File: config.mk
export PLATFORM = sky130hd
export DESIGN_NAME = wb_arbiter
export DESIGN_NICKNAME = d
export VERILOG_FILES = /design/src/rtl/wb_arbiter_pkg.sv /design/src/rtl/wb_arbiter_mux2_1.sv /design/src/rtl/wb_arbiter.sv
export SDC_FILE = /design/constraint.sdc
export NUM_CORES = 1
export LEC_CHECK = 0
export CAP_MARGIN = 0
export CORE_MARGIN = 1
export CORE_UTILIZATION = 30
export DETAILED_ROUTE_END_ITERATION = 8
export GPL_TIMING_DRIVEN = 0
export HOLD_SLACK_MARGIN = 0.02
export RECOVER_POWER = 100
export SLEW_MARGIN = 5
export SYNTH_ARGS = -nofsm -noshare
export SYNTH_HDL_FRONTEND = slang
export SYNTH_HIERARCHICAL = 1
export SYNTH_SLANG_ARGS = --single-unit
export TNS_END_PERCENT = 20
File: constraint.sdc
create_clock -name clk -period 1.9 [get_ports clk]
set_input_delay 0.285 -clock clk [delete_from_list [all_inputs] [get_ports clk]]
set_output_delay 0.285 -clock clk [all_outputs]
set_load 0.02 [all_outputs]
File: src/rtl/wb_arbiter_pkg.sv
// Shared widths, state encodings and source codes for the writeback arbiter.
package wb_arbiter_pkg;

    localparam int DATA_W  = 19;
    localparam int RADDR_W = 4;
    localparam int CNT_W   = 8;

    typedef enum logic [1:0] {
        IDLE  = 2'b00,
        OWN_A = 2'b01,
        OWN_B = 2'b10
    } state_t;

    localparam logic SRC_A = 1'b0;
    localparam logic SRC_B = 1'b1;

endpackage

File: src/rtl/wb_arbiter_mux2_1.sv
// 2:1 data mux selecting the granted requester's result word (sel=1 picks b).
module wb_arbiter_mux2_1
    import wb_arbiter_pkg::*;
(
    input  logic [DATA_W-1:0] a,
    input  logic [DATA_W-1:0] b,
    input  logic              sel,
    output logic [DATA_W-1:0] y
);

    assign y = sel ? b : a;

endmodule

File: src/rtl/wb_arbiter.sv
// Two-requester writeback arbiter with round-robin or fixed priority, sticky
// ownership via lock, idle timeout on the owner, and a registered write port.
//
//  state | meaning
//  IDLE  | no owner; arbitrate between valid requesters
//  OWN_A | A holds the port after a locked beat; B is blocked
//  OWN_B | B holds the port after a locked beat; A is blocked
module wb_arbiter
    import wb_arbiter_pkg::*;
#(
    parameter int PRIORITY_MODE = 0,
    parameter int MAX_LOCK      = 8
) (
    input  logic               clk,
    input  logic               rst_n,
    input  logic               a_valid,
    input  logic               b_valid,
    output logic               a_ready,
    output logic               b_ready,
    input  logic [DATA_W-1:0]  a_data,
    input  logic [DATA_W-1:0]  b_data,
    input  logic [RADDR_W-1:0] a_addr,
    input  logic [RADDR_W-1:0] b_addr,
    input  logic               a_lock,
    input  logic               b_lock,
    input  logic               stall,
    output logic               wb_valid,
    output logic [DATA_W-1:0]  wb_data,
    output logic [RADDR_W-1:0] wb_addr,
    output logic               wb_src,
    output logic               lock_err
);

    state_t             state, state_nxt;
    logic               last_grant, last_nxt;
    logic [CNT_W-1:0]   cnt, cnt_nxt;
    logic               grant_a, grant_b;
    logic               xfer, xfer_lock;
    logic [DATA_W-1:0]  mux_data;

    always_comb begin
        grant_a   = 1'b0;
        grant_b   = 1'b0;
        state_nxt = state;
        cnt_nxt   = cnt;
        last_nxt  = last_grant;
        lock_err  = 1'b0;

        case (state)
            IDLE: begin
                if (a_valid && !b_valid) begin
                    grant_a = 1'b1;
                end else if (!a_valid && b_valid) begin
                    grant_b = 1'b1;
                end else if (a_valid && b_valid) begin
                    if (PRIORITY_MODE == 1 || last_grant == SRC_B) grant_a = 1'b1;
                    else                                           grant_b = 1'b1;
                end
            end
            OWN_A:   grant_a = 1'b1;
            OWN_B:   grant_b = 1'b1;
            default: state_nxt = IDLE;
        endcase

        a_ready   = rst_n && grant_a && a_valid && !stall;
        b_ready   = rst_n && grant_b && b_valid && !stall;
        xfer      = a_ready || b_ready;
        xfer_lock = a_ready ? a_lock : b_lock;

        if (xfer) begin
            last_nxt  = b_ready;
            cnt_nxt   = '0;
            state_nxt = xfer_lock ? (a_ready ? OWN_A : OWN_B) : IDLE;
        end else if (!stall && (state == OWN_A || state == OWN_B)) begin
            // No transfer while owning and not stalled means the owner was idle.
            // lock_err flags the idle cycle that triggers the release.
            if (cnt == CNT_W'(MAX_LOCK - 1)) begin
                lock_err  = rst_n;
                state_nxt = IDLE;
                cnt_nxt   = '0;
            end else begin
                cnt_nxt = cnt + CNT_W'(1);
            end
        end
    end

    wb_arbiter_mux2_1 u_mux (
        .a   (a_data),
        .b   (b_data),
        .sel (grant_b),
        .y   (mux_data)
    );

    always_ff @(posedge clk) begin
        if (!rst_n) begin
            state      <= IDLE;
            last_grant <= SRC_B;
            cnt        <= '0;
            wb_valid   <= 1'b0;
            wb_data    <= '0;
            wb_addr    <= '0;
            wb_src     <= SRC_A;
        end else begin
            state      <= state_nxt;
            last_grant <= last_nxt;
            cnt        <= cnt_nxt;
            if (!stall) begin
                wb_valid <= xfer;
                if (xfer) begin
                    wb_data <= mux_data;
                    wb_addr <= b_ready ? b_addr : a_addr;
                    wb_src  <= b_ready;
                end
            end
        end
    end

endmodule

==> metrics, run 1 <==
Distinct cells, synth=39; WL/cell=12.5 um; IR drop worst, VDD=0.244 mV; fin crit share=107%; Setup-failing EPs final=2; Ports=81; status=finished with violations; dpl hpwl=3340 um; total track usage=14.8%; number of clock sinks=36; Yosys reg bits=36; clk_lat worst skew=0.29 ns; CP max FO=4; syn_area_per_cell=9.29 um2; # H-tree levels=2; Tightest Pin Transition=0.419 ns; clock skew=0.00518 ns; Final Hold Slack=0.374 ns; die footprint=6550 um2; # diodes=0; Post-synth EDFFs=0; Vias=1700; CTS buffer count=5; relative slew slack=72.1%; HP Class=primary input to flop; asr flop ratio synth=0%; Startpoint Class=flop; maxcap violations=0; setup ws final=-0.133 ns; row count=28; internal power=1370 uW; initial DRC count=89; Area Overhead vs Synth=59.9%; Critical Path, Cell by Cell=or4_4 -> or3_4 -> nor2_4 -> buf_6; placed cell areas=2750 um2; crit path DAT=1.75 ns; slowest cell on the critical path=or4_4; max-slew violations=0; GP Congestion=0.757; Die X=80.9 um; fin cells=373; Setup WS pre-CTS=-0.581 ns; largest net degree at the start of global routing=11; CTS tree=done; ANT nets after route=0; Mapped Cells=201; Syn Nets=259; Hold Path End=wb_data[1]; Buf/Inv on CP=1; Synth Flop Type=dfxtp_1; Leak=0.00123 uW; input/output buffers=79; FF-to-FF Start=state[0]; crit-path leading delay family=simple AND/OR/NAND/NOR gates; FILL cells=602; Psw=475 uW; fin area=2990 um2; DIE HEIGHT=80.9 um; hold path start=rst_n; Initial Util=31.4%; Crit. End Element=output port; Root Buffer=clkbuf_8; final hold vios=0; CP required=1.62 ns; synthesized cell area=1870 um2; Final nets=355; total gr overflow=0; Pre-Repair DR Iteration Count=4; post-DR vias/cell=4.56; r2r worst-path depth=9; layout cells sized above 1=19.8%; first-pass GRT wire length=7410 um; clock power share=30.7%; WL final=4660 um; clock slew at reported path FFs=0.07 ns; Util after Layout=50.2%; f_max=492 MHz; RR Endpoint=wb_data[11]; Reg2Reg Setup Slack=0.09 ns; Crit Path Class=flop to output port; Cells after DPL=355; RSZ-0062 raised after global routing=true; synth warn=6; Flop pwr share=43.6%; initial antenna violation count=0; post-synthesis sequential area ratio=38.6%; Residual DRC=0; failing checks=setup timing; worst hold stages=2; CP max stage delay=0.50 ns; power density over the cells=616 nW/um2; vias in the first global route=1587; switching share of total power=25.8%; clock buffer depth=2; Tmin final=2.03 ns; combinational cell fraction of total power=25.7%; core footprint=5960 um2
worst reg2reg max path, stage by stage (launching register included):
cell	delay, ns
dfxtp_1	0.31
inv_1	0.13
ha_4	0.19
a21boi_4	0.18
a21o_1	0.14
buf_6	0.16
clkbuf_16	0.17
mux2_4	0.29
nand2_1	0.05
a21boi_0	0.07
state kept, by name, indices dropped and copies added, names as in the netlist:
| signal | count |
|---|---|
| last_grant | 1 |
| wb_src | 1 |
| wb_valid | 1 |
| wb_data | 19 |
| cnt | 8 |
| state | 2 |
| wb_addr | 4 |
logic make-up (layout without fill, tap and decap cells):
group,count (synthesis),in the layout,share of synthesized area (%)
buffers and inverters,15,112,5.36
adder cells (fa/ha/maj),5,5,3.35
multiplexers,24,24,16.1
AND/OR/NAND/NOR,71,71,17.1
flip-flops,36,36,38.6
AO/OA/AOI/OAI,43,43,16.2
XOR/XNOR,7,7,3.28
synth_stat cells (2+ instances only):
master     n  area, um2
nand2_1   43        161
dfxtp_1   36        721
a21boi_0  19        143
nor2_1    13       48.8
mux2_4    10        150
mux2_2     9        101
a21oi_1    7       35.0
o21ai_0    7       35.0
inv_1      6       22.5
ha_1       5       62.6
mux2i_1    5       50.1
xnor2_1    5       43.8
buf_4      3       22.5
buf_6      2       22.5
clkbuf_1   2       7.51
nand2b_1   2       12.5
nand3_1    2       10.0
nor2b_1    2       12.5
o21ai_1    2       10.0
xor2_1     2       17.5
what timing repair did:
action                                  4_1_cts  5_1_grt
gates resized for setup                      23        9
pin swaps                                     1        1
endpoints found under the setup margin       15       15
buffers inserted                              1        8
hold buffers                                  0        0
cloned                                        0        1
area by class of cell:
class / count / area, um2 / area share [%]
repair buffers: 89 / 885 / 29.6
plain buffers: 9 / 77.6 / 2.60
flip-flops and latches: 36 / 727 / 24.3
well taps: 75 / 93.8 / 3.14
multi-input cells: 150 / 1090 / 36.6
inverters: 6 / 22.5 / 0.754
clock buffers: 8 / 90.1 / 3.02
stage by stage:
stage	power [uW]	setup TNS, ns
final	1840	-0.144
after global routing	1930	-0.620
after CTS	1850	-0.151
after detailed placement	1270	-4.72
after global placement	1260	-4.26
after floorplan	1060	0
worst max-delay path by stage:
| stage | startpoint | endpoint | slack [ns] | depth (start not counted) |
|---|---|---|---|---|
| after global placement | stall | lock_err | -0.59 | 5 |
| after global routing | cnt[3] | lock_err | -0.19 | 4 |
| after detailed placement | stall | lock_err | -0.58 | 5 |
| final | cnt[3] | lock_err | -0.13 | 4 |
| after CTS | cnt[3] | lock_err | -0.15 | 4 |
| after floorplan | state[0] | wb_data[10] | 0.08 | 9 |
layer usage:
| metal | GRT usage, % | vias up | share of wire [%] |
|---|---|---|---|
| li1 | - | 871 | - |
| met1 | 18.6 | 776 | 45 |
| met2 | 24.7 | 46 | 48 |
| met3 | 3.48 | 7 | 5.5 |
| met4 | 5.36 | 0 | 1.5 |
| met5 | 0 | - | 0 |
power by group through the flow:
stage | registers (uW) | logic, uW | clock network, uW
detailed placement | 822 | 446 | 0
CTS | 806 | 459 | 588
floorplan | 858 | 200 | 0
global placement | 821 | 444 | 0
global route | 807 | 511 | 616
finish | 803 | 473 | 565
cell usage in the layout, fill, tap and decap left out, types with 7 or more instances in the layout:
cell type / Yosys / routed
a21boi_0: 19 / 18
a21oi_1: 7 / 7
buf_4: 3 / 11
clkdlybuf4s50_1: 0 / 49
dfxtp_1: 36 / 33
dlygate4sd3_1: 0 / 25
mux2_2: 9 / 9
mux2_4: 10 / 10
nand2_1: 43 / 43
nor2_1: 13 / 12
o21ai_0: 7 / 7
No activity file was read; power rests on OpenSTA's default activity.
==> run 2, diff against run 1 <==
--- a/config.mk
+++ b/config.mk
@@ -12,6 +12,7 @@
 export GPL_TIMING_DRIVEN = 0
 export HOLD_SLACK_MARGIN = 0.02
 export RECOVER_POWER = 100
+export SKIP_CTS_REPAIR_TIMING = 1
 export SLEW_MARGIN = 5
 export SYNTH_ARGS = -nofsm -noshare
 export SYNTH_HDL_FRONTEND = slang
==> run 2 against run 1 <==
The run still ends with setup timing left. Maximum frequency hardly changed. Combinational power hardly changed. Final cell count is 0.54% higher. Global-route usage is 0.45 points lower. Non-clock buffer count is 2 higher. Flip-flop and latch count stayed put. Critical path depth stayed put. Routed wire length is 1.7% lower. Hold slack worse by 0.0082 ns. Design area is 0.59% higher.
==> metrics, run 2 (same netlist as run 1, synthesis figures left out) <==
commonest non-fill, non-tap cell in the layout=clkdlybuf4s50_1 (unchanged); Root Buffer=clkbuf_8 (unchanged); Flop pwr share=43.8% (was 43.6%); Startpoint Class=flop (unchanged); Crit Path Class=flop to output port (unchanged); crit path DAT=1.75 ns (about the same); DIE HEIGHT=80.9 um (unchanged); CTS buffer count=5 (unchanged); first-pass GRT wire length=7200 um (was 7410 um); WL final=4580 um (was 4660 um); layout cells sized above 1=21.3% (was 19.8%); row count=28 (unchanged); initial antenna violation count=0 (unchanged); dpl hpwl=3340 um (unchanged); fin crit share=107% (about the same); Die X=80.9 um (unchanged); CP max FO=4 (unchanged); max-slew violations=0 (unchanged); final hold vios=0 (unchanged); CP required=1.62 ns (about the same); clock power share=30.7% (about the same); # diodes=0 (unchanged); setup ws final=-0.134 ns (was -0.133 ns); switching share of total power=25.8% (about the same); CP Launch Point=cnt[3] (unchanged); failing checks=setup timing (unchanged); Cells after DPL=355 (unchanged); RR Endpoint=wb_data[8] (was wb_data[11]); f_max=492 MHz (about the same); Initial Util=31.4% (unchanged); Worst setup endpoint=lock_err (unchanged); die footprint=6550 um2 (unchanged); # H-tree levels=2 (unchanged); Multi-input gate area=1110 um2 (was 1090 um2); CTS tree=done (unchanged); relative slew slack=72.0% (was 72.1%); area occupied by registers=727 um2 (unchanged); clock slew at reported path FFs=0.07 ns (about the same); ANT nets after route=0 (unchanged); power density over the cells=611 nW/um2 (was 616 nW/um2); fin cells=375 (was 373); Vias=1706 (was 1700); Most flops, register=wb_data (unchanged); clk_lat worst skew=0.28 ns (was 0.29 ns); clock buffer depth=2 (unchanged); setup TNS=-0.134 ns (was -0.144 ns); Tmin final=2.03 ns (about the same); input/output buffers=79 (unchanged); total track usage=14.4% (was 14.8%); total power=1840 uW (about the same); FF-to-FF Start=state[1] (was state[0]); vias in the first global route=1560 (was 1587); initial DRC count=75 (was 89); Tightest Pin Transition=0.421 ns (was 0.419 ns); GP Congestion=0.757 (unchanged); Pre-Repair DR Iteration Count=4 (unchanged); Setup-failing EPs final=1 (was 2); Psw=473 uW (was 475 uW); WL/cell=12.2 um (was 12.5 um); Util after Layout=50.5% (was 50.2%); Residual DRC=0 (unchanged); HP Class=primary input to flop (unchanged); FILL cells=598 (was 602); Area Overhead vs Synth=60.9% (was 59.9%); IR drop worst, VDD=0.245 mV (was 0.244 mV); r2r worst-path depth=9 (unchanged); Ports=81 (unchanged); post-DR vias/cell=4.55 (was 4.56); maxcap violations=0 (unchanged); status=finished with violations (unchanged); Crit. End Element=output port (unchanged); Reg2Reg Setup Slack=0.09 ns (about the same); total gr overflow=0 (unchanged); Setup WS pre-CTS=-0.581 ns (unchanged); number of clock sinks=36 (unchanged); RSZ-0062 raised after global routing=true (unchanged); max reg flops=19 (unchanged); Leak=0.00124 uW (was 0.00123 uW); core footprint=5960 um2 (unchanged); biggest regs=wb_data: 19 flops, cnt: 8 flops, wb_addr: 4 flops (unchanged); internal power=1360 uW (was 1370 uW); clock skew=0.00496 ns (was 0.00518 ns); most frequent cells in the layout=clkdlybuf4s50_1, nand2_1, dfxtp_1 (unchanged); combinational cell fraction of total power=25.6% (was 25.7%); largest net degree at the start of global routing=11 (unchanged); Final nets=357 (was 355)
run 2: cell count changes in the layout (fill, tap and decap cells not counted), sizes merged:
| cell | previous run | this run |
|---|---|---|
| buf | 16 | 21 |
| clkdlybuf4s15 | 2 | 0 |
| clkbuf | 12 | 11 |
| dlygate4sd2 | 1 | 0 |
| dlygate4sd3 | 25 | 26 |
run 2: worst min path at each step:
stage | cells after the start | start | slack (ns) | endpoint
detailed placement | 2 | wb_data[9] | 0.45 | wb_data[9]
CTS | 2 | rst_n | 0.37 | wb_data[2]
floorplan | 1 | a_lock | 0.40 | state[0]
global placement | 2 | wb_data[9] | 0.44 | wb_data[9]
global route | 2 | rst_n | 0.36 | wb_data[4]
finish | 2 | rst_n | 0.37 | wb_data[2]
run 2: critical path, cell delays in order (launching register included):
cell     delay [ns]
dfxtp_4        0.36
or4_4          0.50
or3_4          0.40
nor2_4         0.09
buf_6          0.12
run 2: cell type report:
type,instances,share of cell area (%)
timing repair buffer,91,29.3
clock buffer,8,3.00
sequential,36,24.2
multi-input combinational,150,37.1
buffer,9,2.58
tap,75,3.12
inverter,6,0.749
run 2: layer usage:
| metal | part of all wire (%) | up-vias | global-route usage, % |
|---|---|---|---|
| li1 | - | 873 | - |
| met1 | 45 | 780 | 18.0 |
| met2 | 48 | 46 | 23.9 |
| met3 | 5.5 | 7 | 3.48 |
| met4 | 1.5 | 0 | 5.36 |
| met5 | 0 | - | 0 |
run 2: metrics by stage:
step	instance area [um2]	hold slack (ns)
6_report	3010	0.366
5_1_grt	3010	0.363
3_5_place_dp	2750	0.454
2_1_floorplan	1870	0.402
3_3_place_gp	2750	0.443
4_1_cts	2840	0.365
run 2: power groups by stage:
stage	logic (uW)	registers, uW	clock network [uW]
5_1_grt	508	807	616
6_report	470	803	563
3_3_place_gp	444	821	0
3_5_place_dp	446	822	0
4_1_cts	447	805	588
2_1_floorplan	200	858	0
==> run 3, diff against run 2 <==
--- a/config.mk
+++ b/config.mk
@@ -12,6 +12,7 @@
 export GPL_TIMING_DRIVEN = 0
 export HOLD_SLACK_MARGIN = 0.02
 export RECOVER_POWER = 100
+export REMOVE_ABC_BUFFERS = 1
 export SKIP_CTS_REPAIR_TIMING = 1
 export SLEW_MARGIN = 5
 export SYNTH_ARGS = -nofsm -noshare
==> run 3 against run 2 <==
The run still ends with setup timing left. Critical path type unchanged. First-iteration DRC count decreased by 69%. Hold slack improved by 0.073 ns. Non-clock buffer count decreased by 10. Worst setup slack got worse by 0.014 ns. Global-route usage increased by 0.091 points. Sequential share of layout area increased by 0.26 points. Final cell count decreased by 2.4%. Sequential power about the same. Via count decreased by 1.7%.
==> metrics, run 3 (same netlist as run 1, synthesis figures left out) <==
GP Congestion=0.760 (was 0.757); Tightest Pin Transition=0.578 ns (was 0.421 ns); layout cells sized above 1=19.9% (was 21.3%); area occupied by registers=726 um2 (was 727 um2); post-DR vias/cell=4.58 (was 4.55); commonest non-fill, non-tap cell in the layout=clkdlybuf4s50_1 (unchanged); HP Class=primary input to flop (unchanged); Crit Path Class=flop to output port (unchanged); CP max FO=5 (was 4); fin crit share=108% (was 107%); clock slew at reported path FFs=0.07 ns (about the same); vias in the first global route=1622 (was 1560); initial antenna violation count=0 (unchanged); DIE HEIGHT=80.9 um (unchanged); Residual DRC=0 (unchanged); f_max=488 MHz (was 492 MHz); most frequent cells in the layout=clkdlybuf4s50_1, nand2_1, dfxtp_1 (unchanged); max-slew violations=0 (unchanged); # H-tree levels=2 (unchanged); placed cell areas=2690 um2 (was 2750 um2); CP required=1.62 ns (about the same); maxcap violations=0 (unchanged); CTS tree=done (unchanged); max reg flops=19 (unchanged); FILL cells=601 (was 598); setup ws final=-0.148 ns (was -0.134 ns); first-pass GRT wire length=7280 um (was 7200 um); WL/cell=12.6 um (was 12.2 um); ANT nets after route=0 (unchanged); crit path DAT=1.76 ns (was 1.75 ns); total track usage=14.5% (was 14.4%); core footprint=5960 um2 (unchanged); CP Launch Point=cnt[3] (unchanged); fin cells=366 (was 375); Leak=0.00119 uW (was 0.00124 uW); clock skew=0.00560 ns (was 0.00496 ns); IR drop worst, VDD=0.318 mV (was 0.245 mV); largest net degree at the start of global routing=29 (was 11); dpl hpwl=3110 um (was 3340 um); crit-path leading delay family=simple AND/OR/NAND/NOR gates (unchanged); failing checks=setup timing (unchanged); Most flops, register=wb_data (unchanged); Util after Layout=49.8% (was 50.5%); total gr overflow=0 (unchanged); WL final=4630 um (was 4580 um); clock buffer depth=2 (unchanged); fin area=2970 um2 (was 3010 um2); Critical Path, Cell by Cell=or4_4 -> or3_4 -> nor2_4 -> buf_6 (unchanged); row count=28 (unchanged); biggest regs=wb_data: 19 flops, cnt: 8 flops, wb_addr: 4 flops (unchanged); clk_lat worst skew=0.28 ns (about the same); RSZ-0062 raised after global routing=true (unchanged); CTS buffer count=5 (unchanged); power density over the cells=614 nW/um2 (was 611 nW/um2); Setup-failing EPs final=1 (unchanged); relative slew slack=61.2% (was 72.0%); Cells after DPL=347 (was 355); Multi-input gate area=1160 um2 (was 1110 um2); Startpoint Class=flop (unchanged); Root Buffer=clkbuf_8 (unchanged); final hold vios=0 (unchanged); FF-to-FF Start=state[0] (was state[1]); Buf/Inv on CP=1 (unchanged); input/output buffers=80 (was 79); initial DRC count=23 (was 75); Tmin final=2.05 ns (was 2.03 ns); Area Overhead vs Synth=58.9% (was 60.9%); Final nets=348 (was 357); Vias=1677 (was 1706); hold path start=rst_n (unchanged); Crit. End Element=output port (unchanged); Die X=80.9 um (unchanged); number of clock sinks=36 (unchanged); status=finished with violations (unchanged); Initial Util=31.4% (unchanged); # diodes=0 (unchanged); Ports=81 (unchanged); Pre-Repair DR Iteration Count=2 (was 4); setup TNS=-0.148 ns (was -0.134 ns); Setup WS pre-CTS=-1.08 ns (was -0.581 ns); slowest cell on the critical path=or4_4 (unchanged); die footprint=6550 um2 (unchanged); CP max stage delay=0.50 ns (about the same)
run 3: power breakdown:
group	leakage, uW	switching (uW)	internal [uW]
sequential	0.000294	16.1	787
clock	0.0000455	261	296
combinational	0.000854	195	267
total	0.00119	472	1350
run 3: worst paths after layout:
path	to	slack, ns	cells after the start
worst min register to register	wb_data[9]	0.46	2
worst max-delay path	lock_err	-0.15	4
worst min-delay path	last_grant	0.44	2
worst max register to register	wb_data[4]	0	6
run 3: worst reg2reg max path, cell delays in order (launching register included):
cell	delay (ns)
dfxtp_1	0.35
inv_2	0.07
ha_1	0.28
o21ai_1	0.50
a21bo_4	0.37
nand2_1	0.09
a21boi_0	0.17
run 3: area by class of cell:
type / count / area share [%]
flip-flops and latches: 36 / 24.5
inverters: 6 / 0.759
repair buffers: 90 / 29.6
clock buffers: 8 / 3.04
multi-input cells: 151 / 39.0
well taps: 75 / 3.16
run 3: metal layers:
| metal | GRT usage (%) | vias to the layer above | routed length, um |
|---|---|---|---|
| li1 | - | 862 | - |
| met1 | 16.3 | 768 | 1990 |
| met2 | 26.3 | 40 | 2350 |
| met3 | 3.60 | 7 | 204 |
| met4 | 5.00 | 0 | 77 |
| met5 | 0 | - | 0 |
run 3: through the flow:
stage / hold WS (ns) / total power, uW
4_1_cts: 0.464 / 1810
3_3_place_gp: 0.441 / 1240
3_5_place_dp: 0.454 / 1250
6_report: 0.438 / 1820
5_1_grt: 0.460 / 1920
2_1_floorplan: 0.357 / 1030
